### src/rtl/ysyx_040750_ex_pkg.sv
// Shared types and default parameters for the execute-stage controller.
package ysyx_040750_ex_pkg;

  localparam int unsigned XLEN_DEF       = 64;
  localparam int unsigned MC_TIMEOUT_DEF = 80;

  typedef enum logic [1:0] {
    ST_IDLE  = 2'd0,
    ST_BUSY  = 2'd1,
    ST_ABORT = 2'd2
  } ex_state_e;

endpackage

### src/rtl/ysyx_040750_ex_ctrl_if.sv
// Handshake bundle between ID/EX, the shared ALU, EX/MEM and the EX controller.
// YSYX_040750_EX_PERF_EN adds the two performance counter outputs.
interface ysyx_040750_ex_ctrl_if
  import ysyx_040750_ex_pkg::*;
#(
  parameter int unsigned XLEN = XLEN_DEF
);
  logic            I_in_valid;
  logic            I_multicycle;
  logic            O_in_ready;
  logic            I_flush;
  logic            O_alu_multicycle;
  logic            O_alu_ack;
  logic [XLEN-1:0] I_alu_result;
  logic            I_alu_result_valid;
  logic            O_out_valid;
  logic            I_out_ready;
  logic [XLEN-1:0] O_out_result;
  logic            O_busy;
  logic            O_timeout_err;
`ifdef YSYX_040750_EX_PERF_EN
  logic [63:0]     O_perf_mc_cycles;
  logic [63:0]     O_perf_bp_cycles;
`endif

  // Controller side
  modport master (
    input  I_in_valid, I_multicycle, I_flush, I_alu_result, I_alu_result_valid, I_out_ready,
`ifdef YSYX_040750_EX_PERF_EN
    output O_perf_mc_cycles, O_perf_bp_cycles,
`endif
    output O_in_ready, O_alu_multicycle, O_alu_ack, O_out_valid, O_out_result, O_busy,
           O_timeout_err
  );

  // Pipeline/ALU side
  modport slave (
    output I_in_valid, I_multicycle, I_flush, I_alu_result, I_alu_result_valid, I_out_ready,
`ifdef YSYX_040750_EX_PERF_EN
    input  O_perf_mc_cycles, O_perf_bp_cycles,
`endif
    input  O_in_ready, O_alu_multicycle, O_alu_ack, O_out_valid, O_out_result, O_busy,
           O_timeout_err
  );

endinterface

### src/rtl/ysyx_040750_ex_outbuf.sv
// One-entry valid/ready result slot; capture and drain in the same cycle keeps it full.
module ysyx_040750_ex_outbuf
  import ysyx_040750_ex_pkg::*;
#(
  parameter int unsigned XLEN = XLEN_DEF
) (
  input  logic            clk,
  input  logic            rst,
  input  logic            capture,
  input  logic [XLEN-1:0] data,
  input  logic            out_ready,
  output logic            out_valid,
  output logic [XLEN-1:0] out_result,
  output logic            slot_free_c
);

  assign slot_free_c = !out_valid || out_ready;

  always_ff @(posedge clk) begin
    if (rst) begin
      out_valid  <= 1'b0;
      out_result <= '0;
    end else if (capture) begin
      out_valid  <= 1'b1;
      out_result <= data;
    end else if (out_valid && out_ready) begin
      out_valid  <= 1'b0;
    end
  end

endmodule

### src/rtl/ysyx_040750_ex_ctrl.sv
// Execute-stage controller: sequences the shared ALU, buffers one result, aborts on flush/timeout.
// Optional build macro YSYX_040750_EX_PERF_EN adds saturating BUSY / back-pressure cycle counters.
module ysyx_040750_ex_ctrl
  import ysyx_040750_ex_pkg::*;
#(
  parameter int unsigned XLEN       = XLEN_DEF,
  parameter int unsigned MC_TIMEOUT = MC_TIMEOUT_DEF
) (
  input logic                  I_sys_clk,
  input logic                  I_rst,
  ysyx_040750_ex_ctrl_if.master ex
);

  localparam int unsigned CNT_W = $clog2(MC_TIMEOUT + 1);

  ex_state_e  state;
  logic [CNT_W-1:0] cnt;
  logic       alu_mc_q;
  logic       busy_q;
  logic       timeout_q;

  logic       slot_free_c;
  logic       capture;
  logic       in_ready_c;
  logic       ack_c;
  logic       to_busy;
  logic       to_abort;
  logic       timeout_hit;

  // Per-cycle decode of consume/capture/abort from the current state and inputs
  always_comb begin
    capture     = 1'b0;
    in_ready_c  = 1'b0;
    ack_c       = 1'b0;
    to_busy     = 1'b0;
    to_abort    = 1'b0;
    timeout_hit = 1'b0;
    unique case (state)
      ST_IDLE: begin
        if (ex.I_in_valid && !ex.I_flush) begin
          if (ex.I_multicycle) begin
            to_busy = 1'b1;
          end else begin
            in_ready_c = slot_free_c;
            capture    = slot_free_c;
          end
        end
      end
      ST_BUSY: begin
        if (ex.I_flush) begin
          to_abort = 1'b1;
        end else if (ex.I_alu_result_valid && slot_free_c) begin
          capture    = 1'b1;
          in_ready_c = 1'b1;
          ack_c      = 1'b1;
        end else if (cnt == CNT_W'(MC_TIMEOUT - 1)) begin
          to_abort    = 1'b1;
          timeout_hit = 1'b1;
        end
      end
      ST_ABORT: ack_c = 1'b1;
      default: ;
    endcase
  end

  always_ff @(posedge I_sys_clk) begin
    if (I_rst) begin
      state     <= ST_IDLE;
      cnt       <= '0;
      alu_mc_q  <= 1'b0;
      busy_q    <= 1'b0;
      timeout_q <= 1'b0;
    end else begin
      unique case (state)
        ST_IDLE: begin
          if (to_busy) begin
            state    <= ST_BUSY;
            cnt      <= '0;
            alu_mc_q <= 1'b1;
            busy_q   <= 1'b1;
          end
        end
        ST_BUSY: begin
          cnt <= cnt + CNT_W'(1);
          if (capture) begin
            state    <= ST_IDLE;
            alu_mc_q <= 1'b0;
            busy_q   <= 1'b0;
          end else if (to_abort) begin
            state    <= ST_ABORT;
            alu_mc_q <= 1'b0;
            if (timeout_hit) timeout_q <= 1'b1;
          end
        end
        ST_ABORT: begin
          state  <= ST_IDLE;
          busy_q <= 1'b0;
        end
        default: begin
          state    <= ST_IDLE;
          alu_mc_q <= 1'b0;
          busy_q   <= 1'b0;
        end
      endcase
    end
  end

  ysyx_040750_ex_outbuf #(.XLEN(XLEN)) u_outbuf (
    .clk         (I_sys_clk),
    .rst         (I_rst),
    .capture     (capture),
    .data        (ex.I_alu_result),
    .out_ready   (ex.I_out_ready),
    .out_valid   (ex.O_out_valid),
    .out_result  (ex.O_out_result),
    .slot_free_c (slot_free_c)
  );

  assign ex.O_in_ready       = in_ready_c;
  assign ex.O_alu_ack        = ack_c;
  assign ex.O_alu_multicycle = alu_mc_q;
  assign ex.O_busy           = busy_q;
  assign ex.O_timeout_err    = timeout_q;

`ifdef YSYX_040750_EX_PERF_EN
  logic [63:0] perf_mc_q;
  logic [63:0] perf_bp_q;

  // Saturating counters: cycles spent in BUSY, cycles the full slot is stalled
  always_ff @(posedge I_sys_clk) begin
    if (I_rst) begin
      perf_mc_q <= '0;
      perf_bp_q <= '0;
    end else begin
      if (state == ST_BUSY && perf_mc_q != '1) perf_mc_q <= perf_mc_q + 64'd1;
      if (ex.O_out_valid && !ex.I_out_ready && perf_bp_q != '1) perf_bp_q <= perf_bp_q + 64'd1;
    end
  end

  assign ex.O_perf_mc_cycles = perf_mc_q;
  assign ex.O_perf_bp_cycles = perf_bp_q;
`endif

endmodule

### src/flat_wrapper.sv
// flat-port wrapper written by rule: the top's interface ports become plain ports
module ysyx_040750_ex_ctrl_flat import ysyx_040750_ex_pkg::*;
#(
  parameter int unsigned XLEN       = XLEN_DEF,
  parameter int unsigned MC_TIMEOUT = MC_TIMEOUT_DEF
)
  (I_sys_clk, I_rst, ex_I_in_valid, ex_I_multicycle, ex_I_flush, ex_I_alu_result, ex_I_alu_result_valid, ex_I_out_ready, ex_O_in_ready, ex_O_alu_multicycle, ex_O_alu_ack, ex_O_out_valid, ex_O_out_result, ex_O_busy, ex_O_timeout_err);
  ysyx_040750_ex_ctrl_if #(.XLEN(XLEN)) ex_i ();
  input logic I_sys_clk;
  input logic I_rst;
  input wire logic [$bits(ex_i.I_in_valid)-1:0] ex_I_in_valid;
  input wire logic [$bits(ex_i.I_multicycle)-1:0] ex_I_multicycle;
  input wire logic [$bits(ex_i.I_flush)-1:0] ex_I_flush;
  input wire logic [$bits(ex_i.I_alu_result)-1:0] ex_I_alu_result;
  input wire logic [$bits(ex_i.I_alu_result_valid)-1:0] ex_I_alu_result_valid;
  input wire logic [$bits(ex_i.I_out_ready)-1:0] ex_I_out_ready;
  output wire logic [$bits(ex_i.O_in_ready)-1:0] ex_O_in_ready;
  output wire logic [$bits(ex_i.O_alu_multicycle)-1:0] ex_O_alu_multicycle;
  output wire logic [$bits(ex_i.O_alu_ack)-1:0] ex_O_alu_ack;
  output wire logic [$bits(ex_i.O_out_valid)-1:0] ex_O_out_valid;
  output wire logic [$bits(ex_i.O_out_result)-1:0] ex_O_out_result;
  output wire logic [$bits(ex_i.O_busy)-1:0] ex_O_busy;
  output wire logic [$bits(ex_i.O_timeout_err)-1:0] ex_O_timeout_err;
  assign ex_i.I_in_valid = ex_I_in_valid;
  assign ex_i.I_multicycle = ex_I_multicycle;
  assign ex_i.I_flush = ex_I_flush;
  assign ex_i.I_alu_result = ex_I_alu_result;
  assign ex_i.I_alu_result_valid = ex_I_alu_result_valid;
  assign ex_i.I_out_ready = ex_I_out_ready;
  assign ex_O_in_ready = ex_i.O_in_ready;
  assign ex_O_alu_multicycle = ex_i.O_alu_multicycle;
  assign ex_O_alu_ack = ex_i.O_alu_ack;
  assign ex_O_out_valid = ex_i.O_out_valid;
  assign ex_O_out_result = ex_i.O_out_result;
  assign ex_O_busy = ex_i.O_busy;
  assign ex_O_timeout_err = ex_i.O_timeout_err;
  ysyx_040750_ex_ctrl #(.XLEN(XLEN), .MC_TIMEOUT(MC_TIMEOUT)) u_core (.I_sys_clk(I_sys_clk), .I_rst(I_rst), .ex(ex_i));
endmodule
### config.mk
export PLATFORM = sky130hd
export DESIGN_NAME = ysyx_040750_ex_ctrl_flat
export DESIGN_NICKNAME = d
export VERILOG_FILES = /design/src/rtl/ysyx_040750_ex_pkg.sv /design/src/rtl/ysyx_040750_ex_ctrl_if.sv /design/src/rtl/ysyx_040750_ex_outbuf.sv /design/src/rtl/ysyx_040750_ex_ctrl.sv /design/src/flat_wrapper.sv
export SDC_FILE = /design/constraint.sdc
export NUM_CORES = 1
export LEC_CHECK = 0
export BUFFER_PORTS_ARGS = -buffer_cell sky130_fd_sc_hd__buf_2
export CAP_MARGIN = 20
export CORE_ASPECT_RATIO = 0.75
export CORE_UTILIZATION = 52
export CTS_BUF_LIST = sky130_fd_sc_hd__clkbuf_2 sky130_fd_sc_hd__clkbuf_4 sky130_fd_sc_hd__clkbuf_8
export CTS_CLUSTER_DIAMETER = 80
export DETAILED_ROUTE_END_ITERATION = 8
export HOLD_SLACK_MARGIN = 0.06
export PLACE_DENSITY = 0.83
export RECOVER_POWER = 25
export SETUP_SLACK_MARGIN = 0.02
export SYNTH_ARGS = -nofsm -noshare
export SYNTH_HDL_FRONTEND = slang
export SYNTH_SLANG_ARGS = --single-unit
### constraint.sdc
create_clock -name I_sys_clk -period 2.8 [get_ports I_sys_clk]
set_input_delay 0.14 -clock I_sys_clk [delete_from_list [all_inputs] [get_ports I_sys_clk]]
set_output_delay 0.14 -clock I_sys_clk [all_outputs]
set_load 0.01 [all_outputs]
# After elaboration in Yosys (flattened, before gate mapping)
# Index checks and enable logic that the tools add are counted.
# totals
register_bits	77
in_bits	71
output_inout_bits	70
word_cells	59
# classes
mux	29
n_reduce_logical	14
addsub	1
n_eq_ne	6
bitwise_logic	2
# op_table
operator	count
1-bit 2-to-1 mux	19
7-bit case mux with 2 select lines	1
7-bit by 1-bit adder with 7-bit output, second input constant	1
7-bit == test, second input constant	1
7-bit 2-to-1 mux	1
2-bit 2-to-1 mux	3
1-bit case mux with 2 select lines	3
2-bit AND reduction	3
2-bit case mux with 2 select lines	1
4-bit AND reduction	1
2-bit nonzero test	2
1-bit logical AND	3
3-bit by 2-bit inequality test with 1-bit output, second input constant	1
1-bit case mux with 3 select lines	1
3-bit AND reduction	1
2-bit by 1-bit == test with 1-bit output, second input constant	1
2-bit == test, second input constant	1
1-bit zero test	2
2-bit zero test	1
2-bit by 1-bit inequality test with 1-bit output, second input constant	1
2-bit inequality test, second input constant	1
1-bit NOT	2
1-bit logical OR	1

# Logic depth before layout (Yosys ltp)
# Gate-level depths: netlist (run 1).
# logic_depth
word_depth	9
ltp_mapped	10
mapped_depth_nobuf	6

# Cells and area by module
# A second synthesis (run 1) with hierarchy kept.
# unflattened
cells_unflattened	298
hier_area_um2	3124.2
# modules_own_cells
module	area_each_um2	cells_each	seq_area_each_um2	instances
ysyx_040750_ex_outbuf	2344.7	210	1301.2	1
ysyx_040750_ex_ctrl	779.5	88	240.2	1

# Worst setup path after synthesis (run 1)
# No wires, ideal clock.
# synth_timing
path_kind	reg-to-reg
start	register u_core.state[0]
end	register u_core.u_outbuf.out_result[0]
path_buffers	4
t_required_ps	2668
slack_ps	1030
arrival_time_ps	1638
setup_time_ps	132
path_stages_with_launch	11
cell_sequence	dfxtp_1 -> inv_1 -> ha_1 -> buf_4 -> nand3b_1 -> or3_1 -> buf_2 -> buf_6 -> buf_2 -> nand3_1 -> a21oi_1
# synth_via
elab_chain_len	2
# synth_lines
element	line	source
start: declaration	ysyx_040750_ex_ctrl.sv:16	ex_state_e state;
start signal: assignment	ysyx_040750_ex_ctrl.sv:68	state <= ST_IDLE;
start signal: assignment	ysyx_040750_ex_ctrl.sv:77	state <= ST_BUSY;
start signal: assignment	ysyx_040750_ex_ctrl.sv:86	state <= ST_IDLE;
2-bit by 1-bit == test with 1-bit output or 2-bit zero test (tied branches)	ysyx_040750_ex_ctrl.sv:38	unique case (state)
1-bit case mux with 2 select lines *	ysyx_040750_ex_ctrl.sv:38	
end signal: assignment	ysyx_040750_ex_outbuf.sv:25	out_result <= data;
end: declaration	ysyx_040750_ex_outbuf.sv:13	output logic [XLEN-1:0] out_result,
# Every way passes the cells marked *; elsewhere a longest branch is shown, timed or not.
# A chain may end at the register's enable or synchronous reset.

# Worst setup path in the final report (run 1)
# layout_timing
start	register u_core.state[0]
end	output ex_O_in_ready
# layout_via
elab_chain_len	2
# layout_lines
element	line	source
2-bit by 1-bit == test with 1-bit output or 2-bit zero test (tied branches)	ysyx_040750_ex_ctrl.sv:38	
1-bit case mux with 2 select lines *	ysyx_040750_ex_ctrl.sv:38	
end: declaration	flat_wrapper.sv:17	output wire logic [$bits(ex_i.O_in_ready)-1:0] ex_O_in_ready;
# Marked as above.

==> results of run 1 <==
==> through the flow <==
stage,total power [mW],setup WS [ns]
after floorplan,1.77,1.03
after global placement,1.99,0.547
after detailed placement,2.02,0.428
after CTS,2.97,0.334
after global routing,3.11,0.193
final,2.97,0.313
==> layout by cell type, fill, tap and decap left out, types with 2 or more instances in the layout <==
master and instances:
nand3b_1 2, a21oi_1 67, dlygate4sd3_1 35, o21ai_0 57, a21boi_0 3, mux2i_1 2
nand2b_1 3, xnor2_1 5, dfxtp_1 77, clkbuf_1 36, nor2_1 9, nand3_1 67
a211oi_1 2, o21ai_1 8, buf_4 7, clkbuf_8 10, buf_2 104, nand2_1 7
bufinv_16 2, inv_1 6, a211oi_2 2, ha_1 4, nor2b_1 2, a31oi_1 3
==> power by group through the flow <==
stage	Sequential (mW)	Combinational (mW)	Clock [mW]
floorplan	1.35	0.418	0
global placement	1.30	0.697	0
detailed placement	1.30	0.719	0
CTS	1.28	0.754	0.934
global route	1.29	0.825	0.986
finish	1.28	0.752	0.931
==> registers in the layout, indices dropped and copies added (netlist names) <==
register                    flops
u_core.cnt                      7
u_core.ex.O_alu_multicycle      1
u_core.ex.O_busy                1
u_core.ex.O_timeout_err         1
u_core.state                    2
u_core.u_outbuf.out_result     64
u_core.u_outbuf.out_valid       1
==> synthesized netlist by cell type (2+ instances only) <==
cell / count / share of area (%)
clkbuf_1: 30 / 3.5
nand3_1: 68 / 11
ha_1: 4 / 1.6
a211oi_1: 2 / 0.47
buf_2: 4 / 0.63
dfxtp_1: 77 / 48
inv_1: 6 / 0.71
o21ai_1: 8 / 1.3
a211oi_2: 2 / 0.79
a31oi_1: 3 / 0.59
nor2_1: 9 / 1.1
nor2b_1: 2 / 0.39
nand2b_1: 3 / 0.59
mux2i_1: 2 / 0.63
nand2_1: 7 / 0.83
a21boi_0: 3 / 0.71
a21oi_1: 67 / 11
o21ai_0: 57 / 9.0
xnor2_1: 5 / 1.4
buf_6: 2 / 0.71
nand3b_1: 2 / 0.47
buf_4: 2 / 0.47
==> critical path, stage by stage, from the launching register on <==
cell	delay [ns]
dfxtp_1	0.32
inv_1	0.10
ha_1	0.35
nand3b_1	0.21
or3_2	0.73
nand2_1	0.15
buf_2	0.13
==> final cells by class <==
class | instances | area, sq um | area share (%)
well taps | 78 | 97.6 | 2.21
clock buffers | 11 | 145 | 3.29
clock inverters | 4 | 72.6 | 1.64
repair buffers | 183 | 1080 | 24.4
flip-flops and latches | 77 | 1540 | 34.9
inverters | 6 | 22.5 | 0.510
multi-input cells | 261 | 1460 | 33.1
==> worst max-delay path by stage <==
| stage | startpoint | endpoint | slack [ns] | cells past startpoint |
|---|---|---|---|---|
| finish | u_core.state[0] | ex_O_in_ready | 0.31 | 6 |
| global route | u_core.state[0] | ex_O_in_ready | 0.19 | 6 |
| CTS | u_core.state[0] | ex_O_in_ready | 0.33 | 6 |
| detailed placement | u_core.state[0] | u_core.u_outbuf.out_result[29] | 0.43 | 7 |
| global placement | u_core.state[0] | u_core.u_outbuf.out_result[28] | 0.55 | 7 |
| floorplan | u_core.state[0] | u_core.u_outbuf.out_result[0] | 1.03 | 10 |
==> layer usage <==
| layer | global-route usage (%) | part of all wire [%] | vias to the layer above |
|---|---|---|---|
| li1 | - | - | 1677 |
| met1 | 35.3 | 41 | 1659 |
| met3 | 9.43 | 8.2 | 19 |
| met2 | 48.6 | 49 | 169 |
| met4 | 10.9 | 1.8 | 0 |
| met5 | 0 | 0 | - |
==> kinds of logic after synthesis <==
family / count (synthesis) / synth area share (%)
AOI/OAI and AO/OA: 148 / 25.1
xor gates and xnor gates: 6 / 1.65
adders and majority gates: 4 / 1.57
buffers and inverters: 44 / 6.06
DFF: 77 / 48.5
muxes: 2 / 0.629
and+or+nand+nor: 101 / 16.5
==> timing repair <==
item | in CTS | in global routing
resized for setup | 0 | 0
hold endpoints to repair | 32 | 3
hold buffers | 32 | 3
buffers inserted | 0 | 0
==> results.cfg, run 1 <==
[synthesis]
synthesis.nets = 457
ys_types = 39
synth.avg_cell_area_sq_um = 8.33
synth_edf_count = 0
syn_inst = 382
mappedNetlistArea_sq_um = 3180
async_flop_share_pct = 0
synth_ff_type = dfxtp_1
seq_area_frac_synth_pct = 48.5
yosysWarningCount = 0
synth_seq_cells = 77

[sta]
whs_ns = 0.0647
finalCriticalPeriod_ns = 2.49
fin_tns_setup_ns = 0
rsz0062_at_grt = false
layout_worst_path_cycle_share_pct = 88.8
fmax_mhz = 402
timing_worst_slew_pin_value_ns = 0.597
timing.final.max_slew_violations = 0
fin_worst_skew_ns = 0.0120
relSlewSlack_pct = 59.8
setup-violations-final = 0
hold_violations = 0

[routing]
drt_first_pass_iters = 5
drt_iter0_markers = 238
remaining_drc_errors = 0
via_count = 3524
viasPerCell = 5.68
ant_nets = 0
avgRoutedWirePerCell_microns = 15.5
wirelength_microns = 9600

[run]
maxCapViolCount = 0

[grt]
grt_usage_pct = 29.3
grt_pass1_vias = 3244
grt_max_degree = 45
grt-ovfl-total = 0
antenna_found_initial = 0
grt_pass1_wl_microns = 15000

[placement]
post-dp-hpwl_microns = 5870
numPortBuffers = 140
dp_cells = 570
place.gp.congestion = 0.811
placed_area_sq_um = 3890

[layout]
drive_gt1_share_pct = 25.3
fill_cells = 458
fin_nets = 613
fin_area_sq_um = 4420
final_cells = 620
area_delta_synth_final_pct = 38.9
post-route-util_pct = 75.4
antenna_cells = 0

[hold_path]
hold_depth = 3
worstHoldStart = ex_I_alu_result[17]
worstHoldPathType = input port to flop
hold_path_end = u_core.u_outbuf.out_result[17]

[setup_path]
cp-end-kind = output port
path_class = flop to output port
cp_data_arrival_time_ns = 2.35
reg2reg_depth = 7
r2r-end = u_core.u_outbuf.out_result[34]
start_kind = flop
r2r_slack_ns = 0.39
required_ns = 2.66
worstPathMaxFanout = 27
rr_startpoint = u_core.state[0]

[power_and_ir_drop]
p_clk_share_pct = 31.4
swShare_pct = 30.9
cellPowerDensity_nw_per_um2 = 671
p_leak_nw = 1.74
switchingPower_mw = 0.916
pwr-share-seq_pct = 43.3
ir_drop_uv = 421
combPwrFrac_pct = 25.3
p_int_mw = 2.05

[run_status]
status = complete, no violations

[clocking]
clk-insertion-delay-late_ns = 0.35
clk_path_buf_depth = 2
cts_buffers = 9
cts.sinks = 77
h-tree-depth = 3
cts_tree = yes
path_clk_slew_ns = 0.08
root_buffer = clkbuf_8

[die]
die-area_sq_um = 6440
start_util_pct = 54.3
rows = 24
core_sq_um = 5860
die_h_microns = 69.7
num_io_pins = 141
die_w_microns = 92.3
Power figures use the tool's default switching activity.
==> run 2, diff against run 1 <==
--- a/config.mk
+++ b/config.mk
@@ -13,7 +13,7 @@
 export CTS_CLUSTER_DIAMETER = 80
 export DETAILED_ROUTE_END_ITERATION = 8
 export HOLD_SLACK_MARGIN = 0.06
-export PLACE_DENSITY = 0.83
+export PLACE_DENSITY = 0.87
 export RECOVER_POWER = 25
 export SETUP_SLACK_MARGIN = 0.02
 export SYNTH_ARGS = -nofsm -noshare
==> run 2 against run 1 <==
Effect of this change:
- non-clock buffer count increased by 27
- fmax increased by 1.3%
- clock power decreased by 11%
- total power decreased by 1.8%
- hold slack improved by 0.016 ns
- final cell count increased by 4.5%
- global-route usage increased by 3.6 points
- highest routed layer unchanged
- count of clock-buffer cells in the layout decreased by 1
==> results.cfg, run 2 (synthesis gave the netlist of run 1 again) <==
[clocking]
path_clk_slew_ns = 0.07
clk-insertion-delay-late_ns = 0.36
cts_tree = yes
cts.sinks = 77
h-tree-depth = 3
root_buffer = clkbuf_8
cts_buffers = 9
clk_path_buf_depth = 2
cts_setup_buffers = 0

[layout]
antenna_cells = 0
layout_common_cells = buf_2 (104), dfxtp_1 (77), nand3_1 (67), a21oi_1 (67), dlygate4sd3_1 (63)
fin_nets = 640
fill_cells = 414
largest_register = u_core.u_outbuf.out_result
area_delta_synth_final_pct = 47.3
multiInputGateArea_sq_um = 1460
seqCellArea_sq_um = 1540
reg_top3 = u_core.u_outbuf.out_result (64), u_core.cnt (7), u_core.state (2)
largest_register_ffs = 64
drive_gt1_share_pct = 24.0
layout_commonest_cell = buf_2

[setup_path]
cp-end-kind = output port
cpMaxStageDelayCell = or3_4
crit_buf_inv = 3
crit_family = simple AND/OR/NAND/NOR gates
critical_path.cell_chain = inv_1, ha_1, nand3b_1, or3_4, buf_12, nand2_1, buf_2
worstPathMaxFanout = 45
required_ns = 2.66
path_class = flop to output port
max_stage_delay_ns = 0.51
cp_data_arrival_time_ns = 2.32
start_kind = flop

[sta]
fin_tns_setup_ns = 0
fmax_mhz = 407
whs_ns = 0.0810
finalCriticalPeriod_ns = 2.46
relSlewSlack_pct = 56.2
timing_worst_slew_pin_value_ns = 0.649
layout_worst_path_cycle_share_pct = 87.7
timing.final.max_slew_violations = 0
rsz0062_at_grt = false
setup-violations-final = 0
fin_worst_skew_ns = 0.0114
hold_violations = 0

[die]
num_io_pins = 141
die-area_sq_um = 6440
core_sq_um = 5860
die_w_microns = 92.3
start_util_pct = 54.3
die_h_microns = 69.7
rows = 24

[power_and_ir_drop]
cellPowerDensity_nw_per_um2 = 622
ir_drop_uv = 406
p_leak_nw = 1.85

[run_status]
status = complete, no violations

[routing]
avgRoutedWirePerCell_microns = 16.0
wirelength_microns = 10400
drt_first_pass_iters = 6
viasPerCell = 5.69
ant_nets = 0
remaining_drc_errors = 0
via_count = 3686
drt_iter0_markers = 292

[hold_path]
worstHoldPathType = input port to flop

[placement]
numPortBuffers = 140
place.gp.congestion = 0.813
post-dp-hpwl_microns = 5730

[grt]
grt_pass1_vias = 3441
grt-ovfl-total = 0
antenna_found_initial = 0
grt_max_degree = 46
grt_usage_pct = 32.9
grt_pass1_wl_microns = 16500

[run]
maxCapViolCount = 0
run 2: layer usage:
metal | wire [microns] | GRT usage [%] | vias up
met4 | 358 | 17.7 | 0
met2 | 5090 | 54.8 | 214
met3 | 813 | 7.57 | 37
li1 | - | - | 1733
met5 | 0 | 0 | -
met1 | 4100 | 39.3 | 1702
run 2: worst reg2reg max path, cell delays in order (launching register included):
cell,delay (ns)
dfxtp_1,0.34
inv_1,0.10
ha_1,0.36
and2b_1,0.23
a21boi_0,0.48
a21oi_1,0.23
a221oi_2,0.30
run 2: power breakdown:
part	internal, mW	leakage, nW	switching, mW
sequential	1.22	0.626	0.0709
combinational	0.332	1.12	0.463
clock	0.420	0.0957	0.409
run 2: final cells by class:
cell class,instances,share of cell area (%)
clock inverter,6,1.36
tap,78,2.08
multi-input combinational,261,31.2
inverter,6,0.481
clock buffer,10,2.80
sequential,77,32.9
timing repair buffer,210,29.1
run 2: final timing paths:
kind | from | endpoint | slack [ns] | depth (start not counted)
min reg2reg | u_core.u_outbuf.out_result[27] | u_core.u_outbuf.out_result[27] | 0.46 | 2
max | u_core.state[0] | ex_O_in_ready | 0.34 | 7
min | ex_I_alu_result[20] | u_core.u_outbuf.out_result[20] | 0.08 | 3
max reg2reg | u_core.state[1] | u_core.ex.O_alu_multicycle | 0.68 | 6
run 2: per-stage QoR:
step	util, %	instance area (sq um)	setup slack, ns	total power, mW	instances
3_3_place_gp	66.6	3900	0.599	1.99	569
6_report	80.0	4680	0.344	2.91	648
3_5_place_dp	66.6	3900	0.506	2.02	569
2_1_floorplan	-	3180	1.03	1.77	382
5_1_grt	80.0	4680	0.230	3.05	648
4_1_cts	80.7	4730	0.117	2.92	648
run 2: what timing repair did:
item | in CTS | in global routing
endpoints found under the hold margin | 63 | 0
hold buffers | 63 | 0
endpoints found under the setup margin | 0 | 1
gates resized for setup | 0 | 1
==> run 3, diff against run 2 <==
--- a/config.mk
+++ b/config.mk
@@ -13,7 +13,7 @@
 export CTS_CLUSTER_DIAMETER = 80
 export DETAILED_ROUTE_END_ITERATION = 8
 export HOLD_SLACK_MARGIN = 0.06
-export PLACE_DENSITY = 0.87
+export PLACE_DENSITY = 0.84
 export RECOVER_POWER = 25
 export SETUP_SLACK_MARGIN = 0.02
 export SYNTH_ARGS = -nofsm -noshare
==> run 3 against run 2 <==
Effect of this change:
- sequential power is essentially flat
- non-clock buffer count shrank 15
- final area shrank 2.2%
- routed wire length shrank 5.4%
- first-iteration DRC count shrank 9.6%
- combinational power shrank 3.1%
- flip-flop and latch count is the same
- largest cell class unchanged
==> results.cfg, run 3 (synthesis gave the netlist of run 1 again) <==
[power_and_ir_drop]
ir_drop_uv = 404
cellPowerDensity_nw_per_um2 = 676
p_leak_nw = 1.81

[die]
num_io_pins = 141
die_h_microns = 69.7
die_w_microns = 92.3
die-area_sq_um = 6440
start_util_pct = 54.3
rows = 24
core_sq_um = 5860

[grt]
grt_pass1_vias = 3350
grt_pass1_wl_microns = 16000
grt_max_degree = 42
antenna_found_initial = 0
grt_usage_pct = 31.3
grt-ovfl-total = 0

[layout]
fill_cells = 420
fin_nets = 625
layout_commonest_cell = buf_2
drive_gt1_share_pct = 25.0
largest_register_ffs = 64
largest_register = u_core.u_outbuf.out_result
antenna_cells = 0
reg_top3 = u_core.u_outbuf.out_result (64), u_core.cnt (7), u_core.state (2)
layout_common_cells = buf_2 (104), dfxtp_1 (77), nand3_1 (67), a21oi_1 (67), o21ai_0 (57)
area_delta_synth_final_pct = 44.1

[routing]
ant_nets = 0
via_count = 3609
drt_first_pass_iters = 5
remaining_drc_errors = 0
wirelength_microns = 9800
viasPerCell = 5.70
avgRoutedWirePerCell_microns = 15.5
drt_iter0_markers = 264

[sta]
fin_tns_setup_ns = 0
fin_worst_skew_ns = 0.0150
rsz0062_at_grt = false
fmax_mhz = 395
setup-violations-final = 0
finalCriticalPeriod_ns = 2.53
timing_worst_slew_pin_value_ns = 0.634
hold_violations = 0
layout_worst_path_cycle_share_pct = 90.4
relSlewSlack_pct = 57.7
timing.final.max_slew_violations = 0
whs_ns = 0.0639

[clocking]
cts_tree = yes
cts_resized = 0
cts_buffers = 9
root_buffer = clkbuf_8
h-tree-depth = 3
path_clk_slew_ns = 0.09
cts.sinks = 77
clk_path_buf_depth = 2
cts_setup_buffers = 0
holdBufCountCts = 46
clk-insertion-delay-late_ns = 0.35

[setup_path]
start_kind = flop
worstPathMaxFanout = 33
cp-end-kind = output port
required_ns = 2.66
crit_buf_inv = 2
cp_data_arrival_time_ns = 2.39
cp-startpoint = u_core.state[0]
r2r_slack_ns = 0.42
critical_path.cell_chain = inv_1, ha_1, nand3b_1, or3_2, nand2_1, buf_2
cpMaxStageDelayCell = or3_2
rr_startpoint = u_core.state[0]
path_class = flop to output port
crit_family = simple AND/OR/NAND/NOR gates
max_stage_delay_ns = 0.77

[placement]
numPortBuffers = 140
place.gp.congestion = 0.836
post-dp-hpwl_microns = 5700

[hold_path]
worstHoldPathType = input port to flop
worstHoldStart = ex_I_alu_result[48]

[run]
maxCapViolCount = 0

[run_status]
status = complete, no violations
[run 3: where the power goes]
part	total (mW)	switching (mW)	leakage (nW)	internal (mW)
registers	1.28	0.0666	0.626	1.22
logic	0.771	0.454	1.06	0.317
clock network	1.05	0.415	0.124	0.630
total	3.10	0.936	1.81	2.16
[run 3: final timing paths]
| check | end | cells past startpoint |
|---|---|---|
| worst max-delay path | ex_O_in_ready | 6 |
| worst max register to register | u_core.u_outbuf.out_result[9] | 7 |
| worst min-delay path | u_core.u_outbuf.out_result[48] | 3 |
| worst min register to register | u_core.u_outbuf.out_result[42] | 2 |
[run 3: final cells by class]
type                            count  area [sq um]  area share (%)
Tap cell                           78          97.6            2.13
Inverter                            6          22.5           0.492
Multi-Input combinational cell    261          1460            31.9
Sequential cell                    77          1540            33.6
Clock inverter                      5           106            2.32
Clock buffer                       11           145            3.17
Timing Repair Buffer              195          1210            26.4
[run 3: worst min-delay path: stages]
cell	delay [ns]
buf_2	0.10
o21ai_0	0.07
a21oi_1	0.07
[run 3: stage by stage]
step / std cells / power, mW / utilization, % / cell area [sq um] / setup WS (ns)
CTS: 633 / 3.10 / 79.0 / 4630 / 0.290
global route: 633 / 3.25 / 78.2 / 4580 / 0.165
finish: 633 / 3.10 / 78.2 / 4580 / 0.267
floorplan: 382 / 1.77 / - / 3180 / 1.03
detailed placement: 571 / 2.02 / 66.9 / 3920 / 0.483
global placement: 571 / 2.00 / 66.9 / 3920 / 0.589
[run 3: routing by layer]
| metal | routed length, microns | GRT usage, % | up-vias | part of all wire (%) |
|---|---|---|---|---|
| met5 | 0 | 0 | - | 0 |
| li1 | - | - | 1704 | - |
| met1 | 3960 | 38.6 | 1699 | 40 |
| met3 | 821 | 9.76 | 30 | 8.4 |
| met2 | 4720 | 50.7 | 176 | 48 |
| met4 | 294 | 13.0 | 0 | 3.0 |
